<file path="src/rtl/led_matrix_pkg.sv">
// Shared types and constants for the 8x8 LED matrix display path.
// Contents: matrix geometry, row payload type, scanner state type,
// and small helpers used by the row scanner.
package led_matrix_pkg;

    localparam int unsigned ROWS    = 8;
    localparam int unsigned COLS    = 8;
    localparam int unsigned ROW_W   = $clog2(ROWS);
    localparam int unsigned FRAME_W = ROWS * COLS;

    typedef logic [COLS-1:0] row_bits_t;

    typedef enum logic [1:0] {
        S_IDLE,
        S_BLANK,
        S_DRIVE
    } scan_state_t;

    // Larger of two tick counts; sizes the shared dwell counter.
    function automatic int unsigned max_u(input int unsigned a, input int unsigned b);
        return (a > b) ? a : b;
    endfunction

    // Extract the column bits of one row; bit 8*r+c of the frame is cell (r,c).
    function automatic row_bits_t frame_row(input logic [FRAME_W-1:0] frame,
                                            input logic [ROW_W-1:0]   row);
        row_bits_t bits;
        bits = '0;
        for (int unsigned i = 0; i < ROWS; i++) begin
            if (row == ROW_W'(i)) begin
                bits = frame[i*COLS +: COLS];
            end
        end
        return bits;
    endfunction

endpackage

</file>
<file path="src/rtl/led_row_scanner_dwell_timer.sv">
// dwell_timer: loadable down-counter timing the BLANK and DRIVE phases.
// Ports:
//   clk          system clock
//   rst          synchronous active-low reset (counter cleared)
//   i_load       reload the counter this edge
//   i_load_val   value to load (phase length minus one)
//   o_expired_c  high while the counter is at zero, i.e. last cycle of a phase
module dwell_timer #(
    parameter int unsigned CNT_W = 4
) (
    input  logic             clk,
    input  logic             rst,
    input  logic             i_load,
    input  logic [CNT_W-1:0] i_load_val,
    output logic             o_expired_c
);

    logic [CNT_W-1:0] r_count;

    // Count down to zero and hold there until the next load.
    always_ff @(posedge clk) begin
        if (!rst) begin
            r_count <= '0;
        end else if (i_load) begin
            r_count <= i_load_val;
        end else if (r_count != '0) begin
            r_count <= r_count - CNT_W'(1);
        end
    end

    assign o_expired_c = (r_count == '0);

endmodule

</file>
<file path="src/rtl/led_row_scanner.sv">
// led_row_scanner: double-buffered 8x8 LED matrix row scanner.
// Accepts a 64-cell frame over valid/ready into a shadow buffer, swaps it
// into the active buffer at frame boundaries, and walks rows 0..7 with a
// blanking gap (BLANK_TICKS) followed by a drive phase (CLK_TICKS_PER_ROW).
// Ports:
//   clk          system clock
//   rst          synchronous active-low reset
//   brightness   4-bit PWM duty (only when BRIGHTNESS_PWM_EN is defined)
//   frame_in     board snapshot, bit 8*r+c = cell (r,c)
//   frame_valid  frame_in holds a new frame
//   frame_ready  scanner can accept a frame (registered, = ~pending)
//   row_sel      current row index to the row decoder
//   row_ena      row decoder enable
//   col_data     column drive for the current row
//   frame_done   one-cycle pulse after row 7 finishes driving
// Build option: define BRIGHTNESS_PWM_EN to add the brightness PWM gate.
module led_row_scanner
    import led_matrix_pkg::*;
#(
    parameter int unsigned CLK_TICKS_PER_ROW = 1000,
    parameter int unsigned BLANK_TICKS       = 16
) (
    input  logic               clk,
    input  logic               rst,
`ifdef BRIGHTNESS_PWM_EN
    input  logic [3:0]         brightness,
`endif
    input  logic [FRAME_W-1:0] frame_in,
    input  logic               frame_valid,
    output logic               frame_ready,
    output logic [ROW_W-1:0]   row_sel,
    output logic               row_ena,
    output row_bits_t          col_data,
    output logic               frame_done
);

    localparam int unsigned MAX_TICKS = max_u(CLK_TICKS_PER_ROW, BLANK_TICKS);
    localparam int unsigned CNT_W     = $clog2(MAX_TICKS + 1);
    localparam logic        NO_BLANK  = (BLANK_TICKS == 0);
    localparam logic [CNT_W-1:0] DRIVE_LOAD = CNT_W'(CLK_TICKS_PER_ROW - 1);
    localparam logic [CNT_W-1:0] BLANK_LOAD =
        CNT_W'((BLANK_TICKS > 0) ? (BLANK_TICKS - 1) : 0);
    // Every row begins in BLANK unless blanking is disabled.
    localparam scan_state_t      ROW_START_STATE = NO_BLANK ? S_DRIVE : S_BLANK;
    localparam logic [CNT_W-1:0] ROW_START_LOAD  = NO_BLANK ? DRIVE_LOAD : BLANK_LOAD;

    scan_state_t        r_state;
    scan_state_t        w_state_next;
    logic [FRAME_W-1:0] r_active;
    logic [FRAME_W-1:0] r_shadow;
    logic               r_pending;
    logic [ROW_W-1:0]   w_row_next;
    logic               w_swap;
    logic               w_frame_end;
    logic               w_load;
    logic [CNT_W-1:0]   w_load_val;
    logic               w_expired;
    logic               w_accept;
    logic               w_pending_next;
    logic [FRAME_W-1:0] w_active_next;
    logic               w_drive_next;
    logic               w_ena_next;
    row_bits_t          w_col_next;

    dwell_timer #(
        .CNT_W(CNT_W)
    ) u_dwell_timer (
        .clk        (clk),
        .rst        (rst),
        .i_load     (w_load),
        .i_load_val (w_load_val),
        .o_expired_c(w_expired)
    );

    // Next-state logic: phase sequencing, row stepping, frame boundaries.
    always_comb begin
        w_state_next = r_state;
        w_row_next   = row_sel;
        w_swap       = 1'b0;
        w_frame_end  = 1'b0;
        w_load       = 1'b0;
        w_load_val   = DRIVE_LOAD;
        unique case (r_state)
            S_IDLE: begin
                if (r_pending) begin
                    w_swap       = 1'b1;
                    w_row_next   = '0;
                    w_load       = 1'b1;
                    w_load_val   = ROW_START_LOAD;
                    w_state_next = ROW_START_STATE;
                end
            end
            S_BLANK: begin
                if (w_expired) begin
                    w_load       = 1'b1;
                    w_load_val   = DRIVE_LOAD;
                    w_state_next = S_DRIVE;
                end
            end
            S_DRIVE: begin
                if (w_expired) begin
                    // Row index wraps 7 -> 0 naturally in ROW_W bits.
                    w_row_next   = row_sel + ROW_W'(1);
                    w_load       = 1'b1;
                    w_load_val   = ROW_START_LOAD;
                    w_state_next = ROW_START_STATE;
                    if (row_sel == ROW_W'(ROWS - 1)) begin
                        w_frame_end = 1'b1;
                        w_swap      = r_pending;
                    end
                end
            end
            default: begin
                w_state_next = S_IDLE;
            end
        endcase
    end

    // Accept and swap never coincide: ready is low whenever pending is set.
    assign w_accept       = frame_valid & frame_ready;
    assign w_pending_next = w_accept | (r_pending & ~w_swap);
    assign w_active_next  = w_swap ? r_shadow : r_active;
    assign w_drive_next   = (w_state_next == S_DRIVE);
    assign w_col_next     = w_drive_next ? frame_row(w_active_next, w_row_next) : '0;

`ifdef BRIGHTNESS_PWM_EN
    logic [3:0] r_pwm;
    logic [3:0] w_pwm_next;

    // PWM phase restarts at every entry into DRIVE, free-runs mod 16 otherwise.
    assign w_pwm_next = (w_load && w_drive_next) ? 4'd0 : (r_pwm + 4'd1);
    assign w_ena_next = w_drive_next &&
                        ((w_pwm_next < brightness) || (brightness == 4'hF));

    always_ff @(posedge clk) begin
        if (!rst) begin
            r_pwm <= 4'd0;
        end else begin
            r_pwm <= w_pwm_next;
        end
    end
`else
    assign w_ena_next = w_drive_next;
`endif

    // State, buffers and registered outputs.
    always_ff @(posedge clk) begin
        if (!rst) begin
            r_state     <= S_IDLE;
            r_active    <= '0;
            r_shadow    <= '0;
            r_pending   <= 1'b0;
            row_sel     <= '0;
            row_ena     <= 1'b0;
            col_data    <= '0;
            frame_done  <= 1'b0;
            frame_ready <= 1'b1;
        end else begin
            r_state     <= w_state_next;
            r_active    <= w_active_next;
            r_pending   <= w_pending_next;
            row_sel     <= w_row_next;
            row_ena     <= w_ena_next;
            col_data    <= w_col_next;
            frame_done  <= w_frame_end;
            frame_ready <= ~w_pending_next;
            if (w_accept) begin
                r_shadow <= frame_in;
            end
        end
    end

endmodule

</file>
<file path="config.mk">
export PLATFORM = sky130hd
export DESIGN_NAME = led_row_scanner
export DESIGN_NICKNAME = d
export VERILOG_FILES = /design/src/rtl/led_matrix_pkg.sv /design/src/rtl/led_row_scanner_dwell_timer.sv /design/src/rtl/led_row_scanner.sv
export SDC_FILE = /design/constraint.sdc
export NUM_CORES = 1
export LEC_CHECK = 0
export CAP_MARGIN = 10
export CORE_MARGIN = 1.5
export CORE_UTILIZATION = 59
export DETAILED_ROUTE_END_ITERATION = 8
export PLACE_DENSITY = 0.9
export RECOVER_POWER = 50
export SYNTH_ARGS = -nofsm -noshare
export SYNTH_HDL_FRONTEND = slang
export SYNTH_SLANG_ARGS = --single-unit
export TNS_END_PERCENT = 20
</file>
<file path="constraint.sdc">
create_clock -name clk -period 6.5 [get_ports clk]
set_clock_uncertainty 0.2 [all_clocks]
set_input_delay 1.625 -clock clk [delete_from_list [all_inputs] [get_ports clk]]
set_output_delay 1.625 -clock clk [all_outputs]
set_load 0.01 [all_outputs]
</file>
==> results.cfg <==
[run_status]
status = finished with violations
violations = capacitance limit, slew limit

[grt]
grt_pass1_vias = 5459
grt.overflow.total = 0
grt_max_degree = 76
grt_pass1_wl_um = 25700
antenna_found_initial = 0
grt_usage_pct = 27.9

[yosys]
syn_nets = 821
yosysSeqAreaShare_pct = 46.5
ys_warn_count = 0
synth_cells = 747
ys.flop_type = dfxtp_1
ys_types = 50
synth_edf_count = 0
syn-cell-area_sq_um = 6670
ys_ff_latch = 155
postSynthAreaPerCell_sq_um = 8.93
async_flop_share_pct = 0

[cts]
cts.clk_slew.worst_paths_ns = 0.06
cts_buffer_depth = 2
clkSinkCount = 155
cts-root-buf = clkbuf_16
htree_levels = 4
cts_made_buffers = 17
cts-resized-gates = 0
postCtsSetupRepairBufs = 0
cts_hold_buf = 0
clock_latency_ns = 0.42
cts_tree = yes

[finish]
layout-drive-gt1-share_pct = 6.64
diodes = 0
post-route-util_pct = 74.1
regArea_sq_um = 3100
nFillCells = 745
area_growth_pct = 21.4
fin_nets = 874
multi_input_area_sq_um = 3320

[die]
rows = 38
start_util_pct = 61.0
dieHeight_um = 109
die_x_um = 109
ios = 81
die-area_sq_um = 12000
core_sq_um = 10900

[placed_design]
numPortBuffers = 80
place_ws_ns = 2.57
hpwl_um = 10500
place.gp.congestion = 0.926

[power]
p_switching_mw = 0.727
p_sw_share_pct = 27.6
p_comb_share_pct = 19.1
vdd_ir_drop_max_mv = 0.194
pwr-share-seq_pct = 40.7
power_density_nw_per_um2 = 325
p_int_mw = 1.90
clkPwrFrac_pct = 40.2
p_leak_nw = 3.28

[worst_setup_path]
worstPathRequired_ns = 6.63
start_kind = input port
crit_type = in2reg
timing.critical_path.fanout_max = 64
endpoint_kind = flip-flop
worstPathArrival_ns = 4.97

[timing]
timing.hold.ws_ns = 0.260
fmax_mhz = 207
fin_tns_setup_ns = 0
hold_viol = 0
worst_pin_slew_ns = 3.11
period_share_pct = 74.4
slew_violations = 98
layout_setup_ws_ns = 1.67
fin_crit_ns = 4.83
rsz0062_at_grt = no
finalSetupViolations = 0
slew_headroom_pct = -107

[route]
wirelength_um = 16000
drt_iter0_drc = 364
wl_per_cell_um = 16.8
ant_nets = 0
drt-pass1-iter-count = 7
vias_per_cell = 5.97
vias = 5687
drcViolationCount = 0

[min_path]
hp-class = reg2reg

[job]
max_cap_viol_count = 2
[power groups by stage]
stage | logic, mW | registers (mW) | clock network [mW]
final | 0.503 | 1.07 | 1.06
after global routing | 0.546 | 1.08 | 1.11
after CTS | 0.500 | 1.07 | 1.06
after detailed placement | 0.487 | 1.09 | 0
after global placement | 0.470 | 1.08 | 0
after floorplan | 0.386 | 1.07 | 0
[metrics by stage]
| step | cells | instance area (sq um) | total power [mW] |
|---|---|---|---|
| 2_1_floorplan | 747 | 6670 | 1.46 |
| 3_3_place_gp | 920 | 7460 | 1.55 |
| 3_5_place_dp | 920 | 7460 | 1.57 |
| 4_1_cts | 952 | 8100 | 2.63 |
| 5_1_grt | 953 | 8100 | 2.73 |
| 6_report | 953 | 8100 | 2.63 |
[worst max-delay path: stages]
cell	delay (ns)
dlygate4sd3_1	0.56
and2_0	2.26
nand2_1	0.23
a21boi_0	0.28
[metal layers]
layer	share of wire (%)	track usage, %
met3	6.6	6.05
met4	3.3	13.6
met2	49	47.2
met5	0	0
met1	41	33.4
[Yosys cell counts (5+ instances only)]
| master | n | area (sq um) |
|---|---|---|
| o21a_1 | 10 | 75.1 |
| clkbuf_1 | 35 | 131 |
| dfxtp_1 | 155 | 3100 |
| xnor2_1 | 5 | 43.8 |
| nand2_1 | 153 | 574 |
| o21ai_0 | 6 | 30.0 |
| o22a_1 | 8 | 70.1 |
| ha_1 | 7 | 87.6 |
| nor2b_1 | 45 | 282 |
| nand3_1 | 12 | 60.1 |
| a221o_1 | 8 | 80.1 |
| o31ai_1 | 9 | 67.6 |
| nor2_1 | 33 | 124 |
| nor3_1 | 6 | 30.0 |
| and2_1 | 21 | 131 |
| buf_2 | 8 | 40.0 |
| a222oi_1 | 5 | 50.1 |
| o2bb2ai_1 | 8 | 70.1 |
| a21oi_1 | 70 | 350 |
| inv_1 | 6 | 22.5 |
| a21boi_0 | 10 | 75.1 |
| mux2i_1 | 60 | 601 |
| a211oi_1 | 8 | 60.1 |
| mux2_1 | 5 | 56.3 |
| mux2_2 | 10 | 113 |
[cell families after synthesis]
| logic type | share of synthesized area (%) |
|---|---|
| fa+ha+maj | 1.31 |
| xor+xnor | 1.05 |
| mux | 11.8 |
| compound gates | 15.6 |
| simple gates | 20.0 |
| flops | 46.5 |
| buf+inv | 3.75 |
[final timing paths]
| path | start | slack (ns) | cells after the start | to |
|---|---|---|---|---|
| min reg2reg | r_shadow[16] | 0.26 | 2 | r_shadow[16] |
| max | frame_valid | 1.67 | 4 | r_shadow[63] |
| max reg2reg | r_state[0] | 1.88 | 10 | col_data[2] |
| min | r_shadow[16] | 0.26 | 2 | r_shadow[16] |
[layout make-up]
class	count	share of cell area (%)
clock buffers	20	5.52
clock inverters	12	2.32
inverters	7	0.324
multi-input cells	534	41.0
flip-flops and latches	155	38.3
well taps	140	2.16
repair buffers	85	10.4
[layout by cell type, fill, tap and decap left out, types with 15 or more instances in the layout]
cell type	synthesis	final
nand2_1	153	152
mux2i_1	60	60
a21oi_1	70	70
clkbuf_16	0	17
nor2_1	33	33
and2_1	21	19
dlygate4sd3_1	0	15
dfxtp_1	155	155
nor2b_1	45	45
clkdlybuf4s50_1	0	64
[sequential cells by signal (all words and copies together) (netlist names)]
signal	count
r_pending	1
frame_done	1
r_active	64
u_dwell_timer.r_count	10
col_data	8
r_shadow	64
frame_ready	1
row_ena	1
row_sel	3
r_state	2
No activity file was read; power rests on OpenSTA's default activity.
==> RTL edit: new RTL, config.mk and constraints unchanged <==
Encoding of `scan_state_t`: now one-hot (3 bits for 3 states).
--- a/src/rtl/led_matrix_pkg.sv
+++ b/src/rtl/led_matrix_pkg.sv
@@ -11,8 +11,8 @@
     typedef logic [COLS-1:0] row_bits_t;
 
-    typedef enum logic [1:0] {
-        S_IDLE,
-        S_BLANK,
-        S_DRIVE
+    typedef enum logic [2:0] {
+        S_IDLE  = 3'b001,
+        S_BLANK = 3'b010,
+        S_DRIVE = 3'b100
     } scan_state_t;
 
Function: same outputs for any inputs over 10 cycles, from zero or initial values and one cycle with rst low; not proved beyond that.
==> RTL edit against the unedited design <==
- the flow still finishes with violations (max-capacitance violations, max-slew violations)
- sequential share of layout area is 0.46 points higher
- sequential cell count grew 1
- non-clock buffer count fell by 1
- total power down 10%
- worst setup slack better by 0.076 ns
- cell area down 0.56%
- wire length fell by 1.3%
- synthesized cell count shrank 1.5%
- area after synthesis is 0.96% higher
- largest cell class unchanged
==> RTL edit: results (changes against the unedited design) <==
metric,value,unit,change
first-iteration detailed-routing DRC count,497,,+37%
sequential share of cell area,0.388,,+0.00463
maximum number of pins on one net before global-route repair,147,,+93%
detailed placer's ending HPWL,10500,um,+0.40%
number of nets at the end of the flow,862,,-1.4%
final count of pins violating max slew,158,,+61%
post-layout instance count excluding filler cells,944,,-0.94%
Reg2Reg Launch Point,u_dwell_timer.r_count[0]$_SDFFE_PN0P_,,
crit path launch,rst,,
WHS Endpoint,r_shadow[24]$_SDFFE_PN0P_,,
share of synthesized area occupied by flip-flops and latches,0.464,,-0.00143
top cells by area in the synthesized netlist,"dfxtp_1, a21boi_0, nand2_1",,
clk tree area frac,0.0693,,-0.00904
worst voltage drop across the vdd grid,0.158,mV,-18%
number of max-cap violations,2,,unchanged
total area of multi-input combinational cells,3340,um^2,+0.53%
post-placement cell area,7480,um^2,+0.27%
PD cells,293,nW/um^2,-9.7%
via count of the first global-routing pass,5226,,-4.3%
number of unique standard cell types used by synthesis,62,,+24%
clock sink total,156,,+0.65%
violations in the final reports,"max-capacitance violations, max-slew violations",,
number of clock-tree buffers in the layout,18,,-10%
delay of the slowest critical-path stage,1.10,ns,-1.16 ns
total wirelength of the detailed-routed design,15800,um,-1.3%
ratio of cells with drive above 1 in the final layout,0.0697,,+0.00323
Syn Nets,806,,-1.8%
result of the run,"finished, violations left",,
most used standard cells in the synthesized netlist,"dfxtp_1, nand2_1, a21boi_0, mux2i_1, nor2b_1",,
average size of a mapped cell,9.15,um^2,+2.5%
reg-to-reg setup timing slack,2.30,ns,+0.42 ns
RTL edit: per-layer routing:
metal / vias up / part of all wire / GRT usage
met5: - / 0 / 0
met4: 0 / 0.026 / 0.121
met3: 39 / 0.060 / 0.0474
met2: 200 / 0.48 / 0.446
met1: 2632 / 0.43 / 0.353
li1: 2645 / - / -
RTL edit: critical path, delay by kind of cell:
family | cells | cell delay (ns)
buf+inv | 3 | 1.40
compound gates | 3 | 0.90
simple gates | 2 | 0.91
RTL edit: logic make-up (layout without fill, tap and decap cells):
family,Yosys count,after routing,share of synthesized area
XOR/XNOR,6,6,0.00780
AND/OR/NAND/NOR,291,291,0.216
multiplexers,59,59,0.0890
buffers and inverters,54,122,0.0435
adder cells (fa/ha/maj),3,3,0.00557
AO/OA/AOI/OAI,167,167,0.175
flip-flops,156,156,0.464
RTL edit: where the power goes:
group          internal, mW  switching, mW
clock network         0.536          0.389
registers              1.01         0.0454
logic                 0.170          0.208
total                  1.72          0.643
